### config.mk
export PLATFORM = sky130hd
export DESIGN_NAME = router_ctrl_flat
export DESIGN_NICKNAME = d
export VERILOG_FILES = /design/src/rtl/router_pkg.sv /design/src/rtl/router_ctrl_if.sv /design/src/rtl/router_timeout.sv /design/src/rtl/router_ctrl.sv /design/src/flat_wrapper.sv
export SDC_FILE = /design/constraint.sdc
export NUM_CORES = 1
export LEC_CHECK = 0
export ABC_CLOCK_PERIOD_IN_PS = 2600
export CORE_UTILIZATION = 49
export CTS_CLUSTER_SIZE = 10
export DETAILED_ROUTE_END_ITERATION = 8
export GPL_TIMING_DRIVEN = 0
export PLACE_DENSITY = 0.74
export REMOVE_ABC_BUFFERS = 1
export SLEW_MARGIN = 0
export SYNTH_ARGS = -nofsm -noshare
export SYNTH_HDL_FRONTEND = slang
export SYNTH_HIERARCHICAL = 1
export SYNTH_SLANG_ARGS = --single-unit
### constraint.sdc
create_clock -name clk -period 2.6 [get_ports clk]
set_input_delay 0.52 -clock clk [delete_from_list [all_inputs] [get_ports clk]]
set_output_delay 0.52 -clock clk [all_outputs]
set_load 0.01 [all_outputs]
### src/rtl/router_pkg.sv
// Shared types and constants for the 1x3 router ingress controller.
package router_pkg;

  localparam int ADDR_W      = 2;
  localparam int LEN_W       = 6;
  localparam int DATA_W      = 8;
  localparam int NPORT       = 3;
  localparam int TIMEOUT_DEF = 30;
  localparam int TMR_W       = 5;

  localparam logic [ADDR_W-1:0] ADDR_INVALID = 2'b11;

  typedef enum logic [3:0] {
    ST_DA   = 4'd0,
    ST_WTE  = 4'd1,
    ST_LFD  = 4'd2,
    ST_LD   = 4'd3,
    ST_FFS  = 4'd4,
    ST_LAF  = 4'd5,
    ST_LP   = 4'd6,
    ST_CPE  = 4'd7,
    ST_DROP = 4'd8
  } state_e;

  // One-hot FIFO select for a decoded destination address.
  function automatic logic [NPORT-1:0] port_sel(input logic [ADDR_W-1:0] addr);
    logic [NPORT-1:0] one;
    one = {{(NPORT-1){1'b0}}, 1'b1};
    return one << addr;
  endfunction

endpackage

### src/rtl/router_ctrl_if.sv
// Source-side and FIFO-side signals of the router ingress controller.
interface router_ctrl_if;
  import router_pkg::*;

  logic              pkt_valid;
  logic [DATA_W-1:0] data_in;
  logic [NPORT-1:0]  fifo_full;
  logic [NPORT-1:0]  fifo_empty;
  logic [NPORT-1:0]  read_enb;
  logic              busy;
  logic [DATA_W-1:0] fifo_data;
  logic [NPORT-1:0]  write_enb;
  logic              lfd_state;
  logic [NPORT-1:0]  soft_reset;
  logic [NPORT-1:0]  valid_out;
  logic              parity_err;

  modport master (
    output pkt_valid, data_in, fifo_full, fifo_empty, read_enb,
    input  busy, fifo_data, write_enb, lfd_state, soft_reset, valid_out, parity_err
  );

  modport slave (
    input  pkt_valid, data_in, fifo_full, fifo_empty, read_enb,
    output busy, fifo_data, write_enb, lfd_state, soft_reset, valid_out, parity_err
  );

endinterface

### src/rtl/router_timeout.sv
// Per-port watchdog: pulses soft_reset_o when a non-empty FIFO goes unread too long.
module router_timeout
  import router_pkg::*;
#(
  parameter int TIMEOUT = TIMEOUT_DEF
) (
  input  logic clk,
  input  logic rst,
  input  logic valid_i,
  input  logic read_i,
  output logic soft_reset_o
);

  localparam logic [TMR_W-1:0] LAST = TMR_W'(TIMEOUT - 1);

  logic [TMR_W-1:0] cnt_q;

  // Idle-cycle counter; restarts on a read, an empty FIFO, or after firing.
  always_ff @(posedge clk) begin
    if (!rst) begin
      cnt_q <= '0;
    end else if (!valid_i || read_i || (cnt_q == LAST)) begin
      cnt_q <= '0;
    end else begin
      cnt_q <= cnt_q + TMR_W'(1);
    end
  end

  assign soft_reset_o = (cnt_q == LAST);

endmodule

### src/rtl/router_ctrl.sv
// Ingress controller: decodes the header, sequences FIFO writes, handles
// back-pressure, parity checking and per-port drain timeouts.
module router_ctrl
  import router_pkg::*;
#(
  parameter int TIMEOUT = TIMEOUT_DEF
) (
  input  logic         clk,
  input  logic         rst,
  router_ctrl_if.slave bus_io
);

  state_e            state_q;
  logic [ADDR_W-1:0] addr_q;
  logic [DATA_W-1:0] hdr_q;
  logic [DATA_W-1:0] hold_q;
  logic [DATA_W-1:0] par_q;
  logic              perr_q;

  logic [NPORT-1:0]  sr_s;
  logic [ADDR_W-1:0] hdr_addr_s;
  logic              full_s;
  logic              sr_abort_s;
  logic              busy_s;
  logic              write_now_s;
  logic              write_s;
  logic [DATA_W-1:0] fifo_data_s;

  for (genvar i = 0; i < NPORT; i++) begin : g_tmo
    router_timeout #(.TIMEOUT(TIMEOUT)) u_tmo (
      .clk          (clk),
      .rst          (rst),
      .valid_i      (~bus_io.fifo_empty[i]),
      .read_i       (bus_io.read_enb[i]),
      .soft_reset_o (sr_s[i])
    );
  end

  assign hdr_addr_s = bus_io.data_in[ADDR_W-1:0];
  assign full_s     = bus_io.fifo_full[addr_q];
  // A timeout on the port being written abandons the packet in progress.
  assign sr_abort_s = sr_s[addr_q] && !(state_q inside {ST_DA, ST_DROP});
  assign write_s    = write_now_s && !sr_abort_s;

  // Moore busy, write qualification and write-data mux.
  always_comb begin
    busy_s      = 1'b0;
    write_now_s = 1'b0;
    fifo_data_s = hold_q;
    case (state_q)
      ST_LFD: begin
        busy_s      = 1'b1;
        write_now_s = !full_s;
        fifo_data_s = hdr_q;
      end
      ST_LD: begin
        write_now_s = bus_io.pkt_valid && !full_s;
        fifo_data_s = bus_io.data_in;
      end
      ST_LAF, ST_LP: begin
        busy_s      = 1'b1;
        write_now_s = !full_s;
      end
      ST_WTE, ST_FFS, ST_CPE: begin
        busy_s = 1'b1;
      end
      default: begin
        busy_s = 1'b0;
      end
    endcase
  end

  // Packet sequencer with its header, hold, parity and error registers.
  always_ff @(posedge clk) begin
    if (!rst) begin
      state_q <= ST_DA;
      addr_q  <= '0;
      hdr_q   <= '0;
      hold_q  <= '0;
      par_q   <= '0;
      perr_q  <= 1'b0;
    end else if (sr_abort_s) begin
      state_q <= bus_io.pkt_valid ? ST_DROP : ST_DA;
    end else begin
      case (state_q)
        ST_DA: begin
          if (bus_io.pkt_valid && (hdr_addr_s != ADDR_INVALID)) begin
            hdr_q   <= bus_io.data_in;
            addr_q  <= hdr_addr_s;
            par_q   <= bus_io.data_in;
            perr_q  <= 1'b0;
            state_q <= bus_io.fifo_empty[hdr_addr_s] ? ST_LFD : ST_WTE;
          end else if (bus_io.pkt_valid) begin
            state_q <= ST_DROP;
          end else begin
            state_q <= ST_DA;
          end
        end
        ST_WTE:  if (bus_io.fifo_empty[addr_q]) state_q <= ST_LFD;
        ST_LFD:  if (!full_s) state_q <= ST_LD;
        ST_LD: begin
          if (bus_io.pkt_valid) begin
            par_q <= par_q ^ bus_io.data_in;
            if (full_s) begin
              hold_q  <= bus_io.data_in;
              state_q <= ST_FFS;
            end
          end else begin
            hold_q  <= bus_io.data_in;
            state_q <= ST_LP;
          end
        end
        ST_FFS:  if (!full_s) state_q <= ST_LAF;
        ST_LAF:  if (!full_s) state_q <= ST_LD;
        ST_LP:   if (!full_s) state_q <= ST_CPE;
        ST_CPE: begin
          perr_q  <= (par_q != hold_q);
          state_q <= ST_DA;
        end
        ST_DROP: if (!bus_io.pkt_valid) state_q <= ST_DA;
        default: state_q <= ST_DA;
      endcase
    end
  end

  assign bus_io.busy       = busy_s;
  assign bus_io.fifo_data  = fifo_data_s;
  assign bus_io.write_enb  = write_s ? port_sel(addr_q) : '0;
  assign bus_io.lfd_state  = (state_q == ST_LFD);
  assign bus_io.soft_reset = sr_s;
  assign bus_io.valid_out  = ~bus_io.fifo_empty;
  assign bus_io.parity_err = perr_q;

endmodule
### src/flat_wrapper.sv
// flat-port wrapper written by rule: the top's interface ports become plain ports
module router_ctrl_flat import router_pkg::*;
#(
  parameter int TIMEOUT = TIMEOUT_DEF
)
  (clk, rst, bus_io_pkt_valid, bus_io_data_in, bus_io_fifo_full, bus_io_fifo_empty, bus_io_read_enb, bus_io_busy, bus_io_fifo_data, bus_io_write_enb, bus_io_lfd_state, bus_io_soft_reset, bus_io_valid_out, bus_io_parity_err);
  router_ctrl_if bus_io_i ();
  input  logic clk;
  input  logic rst;
  input wire logic [$bits(bus_io_i.pkt_valid)-1:0] bus_io_pkt_valid;
  input wire logic [$bits(bus_io_i.data_in)-1:0] bus_io_data_in;
  input wire logic [$bits(bus_io_i.fifo_full)-1:0] bus_io_fifo_full;
  input wire logic [$bits(bus_io_i.fifo_empty)-1:0] bus_io_fifo_empty;
  input wire logic [$bits(bus_io_i.read_enb)-1:0] bus_io_read_enb;
  output wire logic [$bits(bus_io_i.busy)-1:0] bus_io_busy;
  output wire logic [$bits(bus_io_i.fifo_data)-1:0] bus_io_fifo_data;
  output wire logic [$bits(bus_io_i.write_enb)-1:0] bus_io_write_enb;
  output wire logic [$bits(bus_io_i.lfd_state)-1:0] bus_io_lfd_state;
  output wire logic [$bits(bus_io_i.soft_reset)-1:0] bus_io_soft_reset;
  output wire logic [$bits(bus_io_i.valid_out)-1:0] bus_io_valid_out;
  output wire logic [$bits(bus_io_i.parity_err)-1:0] bus_io_parity_err;
  assign bus_io_i.pkt_valid = bus_io_pkt_valid;
  assign bus_io_i.data_in = bus_io_data_in;
  assign bus_io_i.fifo_full = bus_io_fifo_full;
  assign bus_io_i.fifo_empty = bus_io_fifo_empty;
  assign bus_io_i.read_enb = bus_io_read_enb;
  assign bus_io_busy = bus_io_i.busy;
  assign bus_io_fifo_data = bus_io_i.fifo_data;
  assign bus_io_write_enb = bus_io_i.write_enb;
  assign bus_io_lfd_state = bus_io_i.lfd_state;
  assign bus_io_soft_reset = bus_io_i.soft_reset;
  assign bus_io_valid_out = bus_io_i.valid_out;
  assign bus_io_parity_err = bus_io_i.parity_err;
  router_ctrl #(.TIMEOUT(TIMEOUT)) u_core (.clk(clk), .rst(rst), .bus_io(bus_io_i));
endmodule
==> qor.txt <==
Status = finished, final reports clean
Final WL = 5710 um
Post-Place Cells = 366
Mapped cell area = 0.00247 mm2
Slowest cell on crit path = dfxtp_2
Die ar. = 0.00533 mm2
Top Family by Delay on Critical Path = simple AND/OR/NAND/NOR gates
Pin count of the biggest net entering global routing = 27
Final antenna-violating net count = 0
Commonest non-fill, non-tap cell in the layout = nor2_1
Min Clock Period, post-route = 2.57 ns
Total track usage = 22.4%
Syn avg cell area = 8.88 um2
Worst setup margin = 0.0322 ns
Post-DP HPWL = 3550 um
Number of diodes = 0
H-tree depth = 2
#FFs+latches synth = 44
GR Overflow Total = 0
Leakage power = 1.25 nW
Sequential area share after synthesis = 35.7%
Area leader, netlist = dfxtp_1
Cell variety after synth = 45
Initial DRC Count = 96
Setup TNS = 0 ns
Root Buffer = clkbuf_8
Hold WC Path Type = reg -> reg
Area share of the largest cell type after synthesis = 35.7%
Pwr/cell area = 692 mW/mm2
WP data arrival = 2.05 ns
EDFF count, synth = 0
Initial antenna violation count = 0
Global-route wire length before repair = 9050 um
Port Buffers = 39
Pins over their slew limit = 0
Pre-CTS WS = -0.624 ns
First-pass iteration count of the detailed router = 4
Critical Path Max Stage Delay = 0.33 ns
F_max = 389 MHz
Fin. Hold Viols = 0
Die height = 73.0 um
Routability Congestion = 0.887
Max cap viols = 0
Post-Syn Instances = 278
Area Growth Syn to Fin = 25.3%
Clock Skew = 0.00407 ns
Row count = 25
Crit-path max FO = 3
Wire length per cell = 14.7 um
Final net count = 347
Async SR Flop Fraction = 0%
Commonest non-fill, non-tap cells in the layout = nor2_1 (37), clkdlybuf4s50_1 (35), dfxtp_1 (35), mux2i_1 (25), nand3_1 (23)
Synthesis warning total = 6
Crit share post-route = 98.8%
DR vias = 2181
CTS tree = done
Fill count = 422
I/O Pins = 40
Post-route DRC = 0
Clk_lat worst skew = 0.29 ns
Vias in the first global route = 1907
Final setup vio count = 0
Core footprint = 0.00479 mm2
CTS Buf Count = 5
Design area = 0.00309 mm2
Die span in x = 73.0 um
CP Buf/Inv Count = 3
Main synth FF type = dfxtp_1
Slew HR = 37.5%
CP Class = reg -> out
Synth area leaders = dfxtp_1 (36%), mux2i_1 (10%), nor2_1 (5.6%), nand3_1 (4.9%), xnor2_1 (3.9%)
Layout cells sized above 1 = 17.1%
Worst-margin pin slew = 0.935 ns
Fin cells = 388
Via-to-Cell Ratio = 5.62
Worst EP required = 2.08 ns
CTS Sinks = 44
Initial Util = 51.6%
Clk slew on worst S/H paths = 0.08 ns
CP endpoint kind = primary output
Max IR drop VDD = 0.498 mV
Cts hold-fix bufs = 0
Maximum clock path buffer count = 2
Dpl cell area = 0.00286 mm2
Type of origin of the critical path = register
Worst path cell trace = inv_1 -> ha_2 -> and4_4 -> mux2i_4 -> o2bb2ai_4 -> nand2b_1 -> nand4_1 -> buf_4 -> nor3b_2 -> buf_2
==> registers in the layout, indices dropped and copies added, names as in the netlist <==
name,cells
u_core/hdr_q,7
u_core/hold_q,8
u_core/addr_q,1
u_core/par_q,8
u_core/g_tmo.u_tmo/cnt_q,15
u_core/bus_io.parity_err,1
u_core/state_q,4
==> area by class of cell <==
class | instances | area, um2 | area share [%]
clock buffers | 6 | 72.6 | 2.35
repair buffers | 54 | 488 | 15.8
clock inverters | 1 | 5.00 | 0.162
multi-input cells | 207 | 1510 | 48.9
well taps | 67 | 83.8 | 2.71
inverters | 9 | 33.8 | 1.09
flip-flops and latches | 44 | 897 | 29.0
==> per-stage QoR <==
stage,total power [mW],util (%),hold WS (ns)
floorplan,1.38,-,0.434
global placement,1.64,59.5,0.450
detailed placement,1.65,59.8,0.456
CTS,2.13,63.5,0.474
global route,2.27,64.7,0.461
finish,2.14,64.7,0.435
==> where the power goes <==
part           leakage (nW)  internal [mW]  switching (mW)
combinational         0.844          0.405           0.421
sequential            0.362          0.760           0.152
clock                0.0410          0.183           0.222
total                  1.25           1.35           0.795
==> cells in the mapped netlist (all sizes together) (2+ instances only) <==
| master | n |
|---|---|
| dfxtp | 44 |
| nor2 | 37 |
| mux2i | 26 |
| nand3 | 24 |
| nand2 | 22 |
| buf | 13 |
| xnor2 | 11 |
| nor3b | 10 |
| inv | 9 |
| a221o | 8 |
| xor2 | 7 |
| clkbuf | 6 |
| ha | 6 |
| a21oi | 5 |
| nand3b | 4 |
| o211ai | 4 |
| o31ai | 4 |
| or3 | 4 |
| and4 | 3 |
| nand4 | 3 |
| o2111ai | 3 |
| o21a | 3 |
| o21ai | 3 |
| nand2b | 2 |
| nor3 | 2 |
| o221a | 2 |
==> per-layer routing <==
layer  up-vias  wire, um  global-route usage, %
met5         -         0                      0
met4         0        45                   6.54
met3         5       275                   6.08
met2        57      2790                   36.4
met1      1043      2600                   29.0
li1       1076         -                      -
==> logic make-up after synthesis <==
group	share of synthesized area [%]
flip-flops	35.7
AO/OA/AOI/OAI	13.3
XOR/XNOR	6.38
adder cells (fa/ha/maj)	3.04
multiplexers	11.1
buffers and inverters	5.32
AND/OR/NAND/NOR	25.1
==> final timing paths <==
check                                                                from  slack (ns)  depth (start not counted)                                         to
worst max-delay path            u_core/g_tmo[0].u_tmo/cnt_q[1]$_SDFF_PP0_        0.03                         10                        bus_io_write_enb[2]
worst min-delay path            u_core/g_tmo[0].u_tmo/cnt_q[0]$_SDFF_PP0_        0.44                          1  u_core/g_tmo[0].u_tmo/cnt_q[0]$_SDFF_PP0_
worst max register to register  u_core/g_tmo[0].u_tmo/cnt_q[1]$_SDFF_PP0_        0.25                         10              u_core/hold_q[2]$_SDFFE_PN0P_
worst min register to register  u_core/g_tmo[0].u_tmo/cnt_q[0]$_SDFF_PP0_        0.44                          1  u_core/g_tmo[0].u_tmo/cnt_q[0]$_SDFF_PP0_
==> timing repair <==
item	in CTS	in global routing
setup buffers	7	7
endpoints found under the setup margin	15	11
gates cloned	1	0
resized for setup	20	13
pin swaps	5	5
Note: power is estimated with default switching activity, not from simulation.
